`config.mk`:
```
export PLATFORM = sky130hd
export DESIGN_NAME = wormhole_output_allocator
export DESIGN_NICKNAME = d
export VERILOG_FILES = /design/src/rtl/noc_flit_pkg.sv /design/src/rtl/rr_arbiter_onehot.sv /design/src/rtl/wormhole_output_allocator.sv
export SDC_FILE = /design/constraint.sdc
export NUM_CORES = 1
export LEC_CHECK = 0
export BUFFER_PORTS_ARGS = -buffer_cell sky130_fd_sc_hd__buf_4
export CAP_MARGIN = 10
export CELL_PAD_IN_SITES_DETAIL_PLACEMENT = 1
export CELL_PAD_IN_SITES_GLOBAL_PLACEMENT = 2
export CORE_ASPECT_RATIO = 0.5
export CORE_MARGIN = 2
export CORE_UTILIZATION = 36
export DETAILED_ROUTE_END_ITERATION = 7
export GPL_TIMING_DRIVEN = 0
export PLACE_DENSITY_LB_ADDON = 0.1
export SYNTH_ARGS = -nofsm -noshare
export SYNTH_HDL_FRONTEND = slang
export SYNTH_SLANG_ARGS = --single-unit
```
`constraint.sdc`:
```
create_clock -name clk_i -period 7.01 [get_ports clk_i]
set_clock_uncertainty 0.1 [all_clocks]
set_input_delay 1.0515 -clock clk_i [delete_from_list [all_inputs] [get_ports clk_i]]
set_output_delay 1.0515 -clock clk_i [all_outputs]
set_load 0.05 [all_outputs]
```
`src/rtl/noc_flit_pkg.sv`:
```
// Flit-type encoding, arbitration policy codes and flit field layout shared by
// the wormhole node, its input buffers, route stage and output allocators.
package noc_flit_pkg;

    typedef logic [1:0] flit_id_t;

    localparam flit_id_t HEAD   = 2'b10;
    localparam flit_id_t BODY   = 2'b00;
    localparam flit_id_t TAIL   = 2'b01;
    localparam flit_id_t SINGLE = 2'b11;

    localparam int ARB_RR    = 0;
    localparam int ARB_FIXED = 1;

    // Flit layout: payload in the low bits, type field directly above it.
    localparam int FLIT_DATA_W = 32;
    localparam int FLIT_ID_LSB = FLIT_DATA_W;
    localparam int FLIT_W      = FLIT_DATA_W + $bits(flit_id_t);

    typedef enum logic {
        ST_IDLE   = 1'b0,
        ST_LOCKED = 1'b1
    } alloc_state_t;

    // Bit 1 marks packet start, bit 0 marks packet end (SINGLE has both).
    function automatic logic is_head(input flit_id_t f);
        return f[1];
    endfunction

    function automatic logic is_tail(input flit_id_t f);
        return f[0];
    endfunction

endpackage

```
`src/rtl/rr_arbiter_onehot.sv`:
```
// One-hot request arbiter, round-robin from ptr_i upward with wrap, or fixed
// lowest-index priority. Purely combinational, zero latency, no backpressure.
module rr_arbiter_onehot
    import noc_flit_pkg::*;
#(
    parameter int IN_N     = 5,
    parameter int ARB_TYPE = ARB_RR
) (
    input  logic [IN_N-1:0]         req_i,
    input  logic [$clog2(IN_N)-1:0] ptr_i,
    output logic [IN_N-1:0]         gnt_o,
    output logic                    vld_o
);

    int   start;
    logic found;

    always_comb begin
        gnt_o = '0;
        found = 1'b0;
        start = (ARB_TYPE == ARB_FIXED) ? 0 : int'(ptr_i);
        // Visit candidates in priority order; the first requester wins.
        for (int k = 0; k < IN_N; k++) begin
            for (int i = 0; i < IN_N; i++) begin
                if (!found && req_i[i] && (((start + k) % IN_N) == i)) begin
                    gnt_o[i] = 1'b1;
                    found    = 1'b1;
                end
            end
        end
        vld_o = |req_i;
    end

endmodule

```
`src/rtl/wormhole_output_allocator.sv`:
```
// Per-output switch allocator: grants one input from head to tail, grant one cycle
// after the head request; pops stall while out_rdy_i is low, grant is held.
module wormhole_output_allocator
    import noc_flit_pkg::*;
#(
    parameter int IN_N      = 5,
    parameter int FLIT_ID_W = 2,
    parameter int ARB_TYPE  = ARB_RR
) (
    input  logic                      clk_i,
    input  logic                      rst_ni,
    input  logic [IN_N-1:0]           req_i,
    input  logic [IN_N*FLIT_ID_W-1:0] flit_id_i,
    input  logic                      out_rdy_i,
    output logic [IN_N-1:0]           grant_o,
    output logic [IN_N-1:0]           pop_o,
    output logic                      out_vld_o,
    output logic                      busy_o,
    output logic                      err_o
);

    localparam int PTR_W = $clog2(IN_N);

    alloc_state_t     state_q, state_d;
    logic [IN_N-1:0]  owner_q, owner_d;
    logic [PTR_W-1:0] rr_ptr_q, rr_ptr_d;
    logic             first_done_q, first_done_d;

    logic [IN_N-1:0]  eligible;
    logic [IN_N-1:0]  bad_head;
    logic [IN_N-1:0]  arb_gnt;
    logic             arb_vld;
    flit_id_t         owner_fid;
    logic [PTR_W-1:0] owner_idx;
    logic             owner_req;
    logic             xfer;

    always_comb begin : decode
        eligible  = '0;
        bad_head  = '0;
        owner_fid = BODY;
        owner_idx = '0;
        for (int i = 0; i < IN_N; i++) begin
            eligible[i] = req_i[i] & is_head(flit_id_i[i*FLIT_ID_W +: FLIT_ID_W]);
            bad_head[i] = req_i[i] & ~is_head(flit_id_i[i*FLIT_ID_W +: FLIT_ID_W]);
            if (owner_q[i]) begin
                owner_fid = flit_id_i[i*FLIT_ID_W +: FLIT_ID_W];
                owner_idx = PTR_W'(i);
            end
        end
        owner_req = |(req_i & owner_q);
        xfer      = owner_req & out_rdy_i;
    end

    rr_arbiter_onehot #(
        .IN_N     (IN_N),
        .ARB_TYPE (ARB_TYPE)
    ) u_arb (
        .req_i (eligible),
        .ptr_i (rr_ptr_q),
        .gnt_o (arb_gnt),
        .vld_o (arb_vld)
    );

    always_ff @(posedge clk_i or negedge rst_ni) begin
        if (!rst_ni) begin
            state_q      <= ST_IDLE;
            owner_q      <= '0;
            rr_ptr_q     <= '0;
            first_done_q <= 1'b0;
        end else begin
            state_q      <= state_d;
            owner_q      <= owner_d;
            rr_ptr_q     <= rr_ptr_d;
            first_done_q <= first_done_d;
        end
    end

    always_comb begin : next_state
        state_d      = state_q;
        owner_d      = owner_q;
        rr_ptr_d     = rr_ptr_q;
        first_done_d = first_done_q;
        unique case (state_q)
            ST_IDLE: begin
                if (arb_vld) begin
                    state_d      = ST_LOCKED;
                    owner_d      = arb_gnt;
                    first_done_d = 1'b0;
                end
            end
            ST_LOCKED: begin
                // Owner bubbles leave the lock in place; only a tail releases it.
                if (xfer) begin
                    first_done_d = 1'b1;
                    if (is_tail(owner_fid)) begin
                        state_d  = ST_IDLE;
                        owner_d  = '0;
                        rr_ptr_d = (owner_idx == PTR_W'(IN_N - 1)) ? '0 : owner_idx + PTR_W'(1);
                    end
                end
            end
            default: state_d = ST_IDLE;
        endcase
    end

    always_comb begin : outputs
        grant_o   = owner_q;
        pop_o     = owner_q & req_i & {IN_N{out_rdy_i}};
        out_vld_o = owner_req;
        busy_o    = (state_q == ST_LOCKED);
        if (state_q == ST_IDLE) begin
            err_o = |bad_head;
        end else begin
            // A second HEAD inside a locked packet is flagged but still forwarded.
            err_o = first_done_q & owner_req & (owner_fid == HEAD);
        end
    end

endmodule
```
# Word-level counts from Yosys, hierarchy flattened
# Cells that the tools add are included.
[totals]
wordCells = 214
out_inout_bits = 13
inputBits = 18
register_bits = 10
[op_classes]
n_mux = 70
n_eq_ne = 25
n_div = 5
n_reduce_logical = 84
n_addsub = 5
n_bitwise = 21
[op_table]
columns = ["cell", "n"]
rows = [
  ["$eq A32 B3 Y1 const B", 10],
  ["$eq A32 B2 Y1 const B", 5],
  ["$eq A32 B4 Y1 const B", 5],
  ["$logic_not A32 Y1", 5],
  ["$mod A32 B4 Y32 const B", 4],
  ["$mux W1", 55],
  ["$logic_and A1 B1 Y1", 49],
  ["$mod A4 B4 Y32 const B", 1],
  ["$logic_not A1 Y1", 24],
  ["$mux W5", 3],
  ["$reduce_or A5 Y1", 3],
  ["$and A1 B1 Y1", 13],
  ["$mux W3", 4],
  ["$and A5 B5 Y5", 2],
  ["$mux W2", 5],
  ["$pmux W5 S2", 1],
  ["$add A3 B2 Y4 const B", 2],
  ["$not A1 Y1", 6],
  ["$reduce_and A3 Y1", 2],
  ["$add A3 B1 Y4 const B", 1],
  ["$add A3 B3 Y4 const B", 1],
  ["$ne A2 B1 Y1 const B", 2],
  ["$pmux W1 S2", 2],
  ["$add A3 B1 Y3 const B", 1],
  ["4 further kinds", 4],
]

# Depth between registers and ports, before layout
[depth]
depth_word = 102
mapped_depth = 22
depth_no_buf = 19

# Modules after synthesis
# Synthesis repeated with hierarchy kept, for this count alone.
[unflattened]
hier_cells = 379
hier_area_um2 = 2792.7
[modules_own_cells]
columns = ["mod", "n_inst", "cells_each", "area_each_um2", "seq_area_each_um2"]
rows = [
  ["rr_arbiter_onehot", 1, 301, 2052.0, 0.0],
  ["wormhole_output_allocator", 1, 78, 740.7, 250.2],
]

# Worst setup path after synthesis
# No wires, ideal clock.
[synth_path]
kind = "register -> register"
startpoint = "reg rr_ptr_q[0]"
endpoint = "reg owner_q[2], in the netlist grant_o[2]"
required_ns = 6.840
slack_ns = 2.171
stages_incl_launch_ff = 23
setup_ns = 0.070
arrival_ns = 4.669
n_path_buf = 3
synth_period_minus_slack_ns = 4.839
path_cell_list = "dfrtp_1 buf_6 buf_2 clkinv_1 ha_1 buf_6 inv_1 ha_1 inv_1 ha_1 nor3_4 nor2_2 xnor2_1 ha_1 nand2b_1 nor4b_2 a211o_1 and3_1 o2111ai_1 nor2b_1 nand4b_2 nand4b_1 nand3b_1"
[synth_via]
elab_chain_len = 94
elab_cells_between_ends = 128
classes_between = "add/sub (4); div (5); eq/ne (18); mux (29); reduce/logical (72)"
[synth_rtl]
columns = ["element", "line_no", "source"]
rows = [
  ["start: declaration", "wormhole_output_allocator.sv:26", "logic [PTR_W-1:0] rr_ptr_q, rr_ptr_d;"],
  ["start signal: assignment", "wormhole_output_allocator.sv:74", "rr_ptr_q <= rr_ptr_d;"],
  ["branches (longest 91 deep; another with $mod A32 B4 Y32)", "-", ""],
  ["$mux W1 (*)", "rr_arbiter_onehot.sv:25", "if (!found && req_i[i] && (((start + k) % IN_N) == i)) begin"],
  ["$mux W5 (*)", "wormhole_output_allocator.sv:86", "if (arb_vld) begin"],
  ["$pmux W5 S2 (*)", "wormhole_output_allocator.sv:84", "unique case (state_q)"],
  ["end signal: assignment", "wormhole_output_allocator.sv:73", "owner_q <= owner_d;"],
  ["end: declaration", "wormhole_output_allocator.sv:25", "logic [IN_N-1:0] owner_q, owner_d;"],
]
# Every way passes the cells marked *. The select of a mux whose other input is x is not followed.
# A chain may end at the register's enable or synchronous reset.

# Worst setup path after layout
[layout_path]
startpoint = "reg rr_ptr_q[0]"
endpoint = "reg owner_q[3], in the netlist grant_o[3]"
[layout_via]
elab_chain_len = 98
elab_cells_between_ends = 133
classes_between = "add/sub (4); div (5); eq/ne (19); mux (30); reduce/logical (75)"
[layout_rtl]
columns = ["element", "line_no"]
rows = [
  ["branches (longest 95 deep; another with $mod A32 B4 Y32)", "-"],
  ["$mux W1 (*)", "rr_arbiter_onehot.sv:25"],
  ["$mux W5 (*)", "wormhole_output_allocator.sv:86"],
  ["$pmux W5 S2 (*)", "wormhole_output_allocator.sv:84"],
]
# Marked as above.

==> out/results.tsv <==
metric	value	unit
max_cap_viol_count	0	
worstSkewPairLatency	230	ps
hold_buffers	0	
cp.arrival	6500	ps
cts_tree	built	
r2r-end	grant_o[3]$_DFFE_PN0P_	
status	finished clean	
max_freq	154.6	MHz
async_flop_share	1.000	
cp.required	7050	ps
finalMaxSlewViolations	0	
critPathKind	flip-flop to flip-flop	
final_cell_area	3623	µm²
powerDensity	570.3	nW/µm²
io_buffers	30	
initial_core_util	0.3682	
ys_seq_area_frac	0.07886	
nFillCells	1127	
routed_wl	12.39	mm
final_common_cell	nand2_1	
cp-end-kind	flip-flop	
vias	3548	
dr.pass1.iters	4	
die_y	70.39	µm
drtAntennaViolNets	0	
yosys_most_used_dff	dfrtp_1	
ir_worst_vdd	0.0002626	V
synthCells	422	
final_cell_mix	nand2_1, buf_4, nor2_1, o21ai_0, ha_1	
yosys_warnings	0	
min-delay-start	first_done_q$_DFFE_PN0P_	
dp_hpwl	10.02	mm
syn2layout_area_growth	14.20	%
diodes	0	
std_cell_rows	24	
antenna_found_initial	0	
r2r-start	rr_ptr_q[0]$_DFFE_PN0P_	
grt_max_degree	13	
coreArea	8618	µm²
grt_pass1_wl	19.55	mm
pre_cts_ws	456.8	ps
drc_errors	0	
cts_sinks	10	
grt_pass1_vias	3474	
fin_nets	498	
final-hold-violation-count	0	
clockBufferDepth	2	
grt_overflow	0	
place_area	3545	µm²
multi_input_comb_area	2674	µm²
worst_pin_slew	661.7	ps
boundaryPins	31	
dieArea	9627	µm²
ys_ff_latch	10	
reg2reg_depth	22	
htree_levels	1	
numCtsBuffers	3	
yosysUniqueCellTypes	94	
switching_power	1.256	mW
post-route-period-util	0.9227	
power.share.sequential	0.057	
seq_area	250.2	µm²
finalWorstSetupSlack	542.1	ps
drt_iter0_drc	284	
setup_viol	0	
whs	466.0	ps
max-slew-margin-rel	0.5462	
p_sw_frac	0.6080	
grt_use_total	0.2584	
cp_max_fo	11	
hold_path.class	flip-flop to flip-flop	
p_leak	1.487	nW
netlist_area	3173	µm²
gp_congestion	0.9618	
whs_path_depth	2	
start_kind	flip-flop	
intPower	810.1	µW
fp.dieW	136.8	µm
cts_root_buffer	clkbuf_16	
min_to	first_done_q$_DFFE_PN0P_	
fin_setup_tns	0	ps
synth_edf_count	0	
clkPwrFrac	0.048	
vias_per_cell	6.203	
rrSetupSlack	540	ps
finalCriticalPeriod	6468	ps
syn_nets	463	
syn_area_per_cell	7.519	µm²
power_frac_comb	0.896	
rsz0062_at_grt	no	
drive_above_1_share	0.2022	
wl_per_cell	21.65	µm
path_clk_slew	40	ps
[worst max-delay path by stage]
stage	from	endpoint	slack (ps)	cells past startpoint
floorplan	rr_ptr_q[0]$_DFFE_PN0P_	grant_o[2]$_DFFE_PN0P_	2170	22
finish	rr_ptr_q[0]$_DFFE_PN0P_	grant_o[3]$_DFFE_PN0P_	540	22
global placement	rr_ptr_q[0]$_DFFE_PN0P_	grant_o[3]$_DFFE_PN0P_	760	22
global route	rr_ptr_q[0]$_DFFE_PN0P_	grant_o[3]$_DFFE_PN0P_	50	22
detailed placement	rr_ptr_q[0]$_DFFE_PN0P_	grant_o[3]$_DFFE_PN0P_	460	22
CTS	rr_ptr_q[0]$_DFFE_PN0P_	grant_o[3]$_DFFE_PN0P_	410	22
[Yosys cell counts, drive strengths merged, types with 3 or more instances]
library cell	n	share of area
buf	14	0.037
nand4b	7	0.021
nand3b	6	0.017
o2bb2ai	3	0.0083
clkbuf	10	0.012
ha	23	0.091
o21ai	29	0.048
o31ai	7	0.020
nand2b	11	0.024
and2	10	0.021
dfrtp	10	0.079
mux2i	9	0.028
or3	4	0.0079
a211o	5	0.014
a211oi	7	0.024
a2111oi	3	0.016
a21oi	22	0.039
nor3	16	0.032
xnor2	7	0.026
o211ai	10	0.027
a22oi	3	0.0071
and3	11	0.023
o22ai	6	0.012
inv	24	0.028
mux2	3	0.011
nor4b	3	0.010
nor2	29	0.035
a31oi	13	0.032
nand2	36	0.043
a21o	4	0.0095
o221ai	4	0.011
nor2b	13	0.026
nand3	14	0.024
nand4	5	0.0099
[metal layers]
layer	share of wire	global-route usage	vias up
met4	0.0094	0.03780	0
met2	0.43	0.4022	117
met1	0.49	0.3906	1745
met3	0.070	0.02324	12
met5	0	0	-
li1	-	-	1674
[flip-flops by register name, summed over array words and instances (netlist names)]
signal        cells
first_done_q      1
grant_o           5
rr_ptr_q          3
busy_o            1
[critical path: stages, from the launching register on]
cell	delay [ps]
dfrtp_1	580
buf_6	220
buf_2	290
clkinvlp_4	330
ha_1	330
buf_6	150
inv_1	60
ha_1	320
inv_1	190
ha_1	290
nor3_4	410
nor2_2	100
xnor2_1	480
ha_1	360
nand2b_1	100
nor4b_2	180
a211oi_2	370
nor2_1	80
a21oi_1	410
o31ai_2	130
a311oi_2	400
a41oi_1	210
o22ai_1	260
[metrics by stage]
step / power [mW] / std cells / util
floorplan: 1.458 / 422 / -
global placement: 1.864 / 569 / 0.4113
detailed placement: 1.933 / 569 / 0.4113
CTS: 2.044 / 572 / 0.4200
global route: 2.231 / 572 / 0.4204
finish: 2.066 / 572 / 0.4204
[timing repair]
action | 4_1_cts | 5_1_grt
endpoints found under the setup margin | 0 | 2
gates resized for setup | 0 | 1
buffers inserted | 0 | 0
hold endpoints to repair | 0 | 0
[power groups by stage]
stage	clock network (mW)	registers, mW	logic (mW)
5_1_grt	0.103	0.121	2.01
2_1_floorplan	0	0.139	1.32
6_report	0.0983	0.117	1.85
3_5_place_dp	0	0.117	1.82
4_1_cts	0.100	0.117	1.83
3_3_place_gp	0	0.116	1.75
[cell type report]
type,count,area share
plain buffers,24,0.04282
clock buffers,3,0.02072
inverters,25,0.02693
multi-input cells,363,0.7379
flip-flops and latches,10,0.06906
well taps,117,0.04040
repair buffers,30,0.06215
[kinds of logic (layout without fill, tap and decap cells)]
logic type	Yosys count	after routing	share of synthesized area
fa+ha+maj	23	23	0.09070
compound gates	142	142	0.3510
mux	12	12	0.03904
xor+xnor	8	8	0.02918
flops	10	10	0.07886
simple gates	178	178	0.3328
buf+inv	49	82	0.07847
Note: power is estimated with default switching activity, not from simulation.
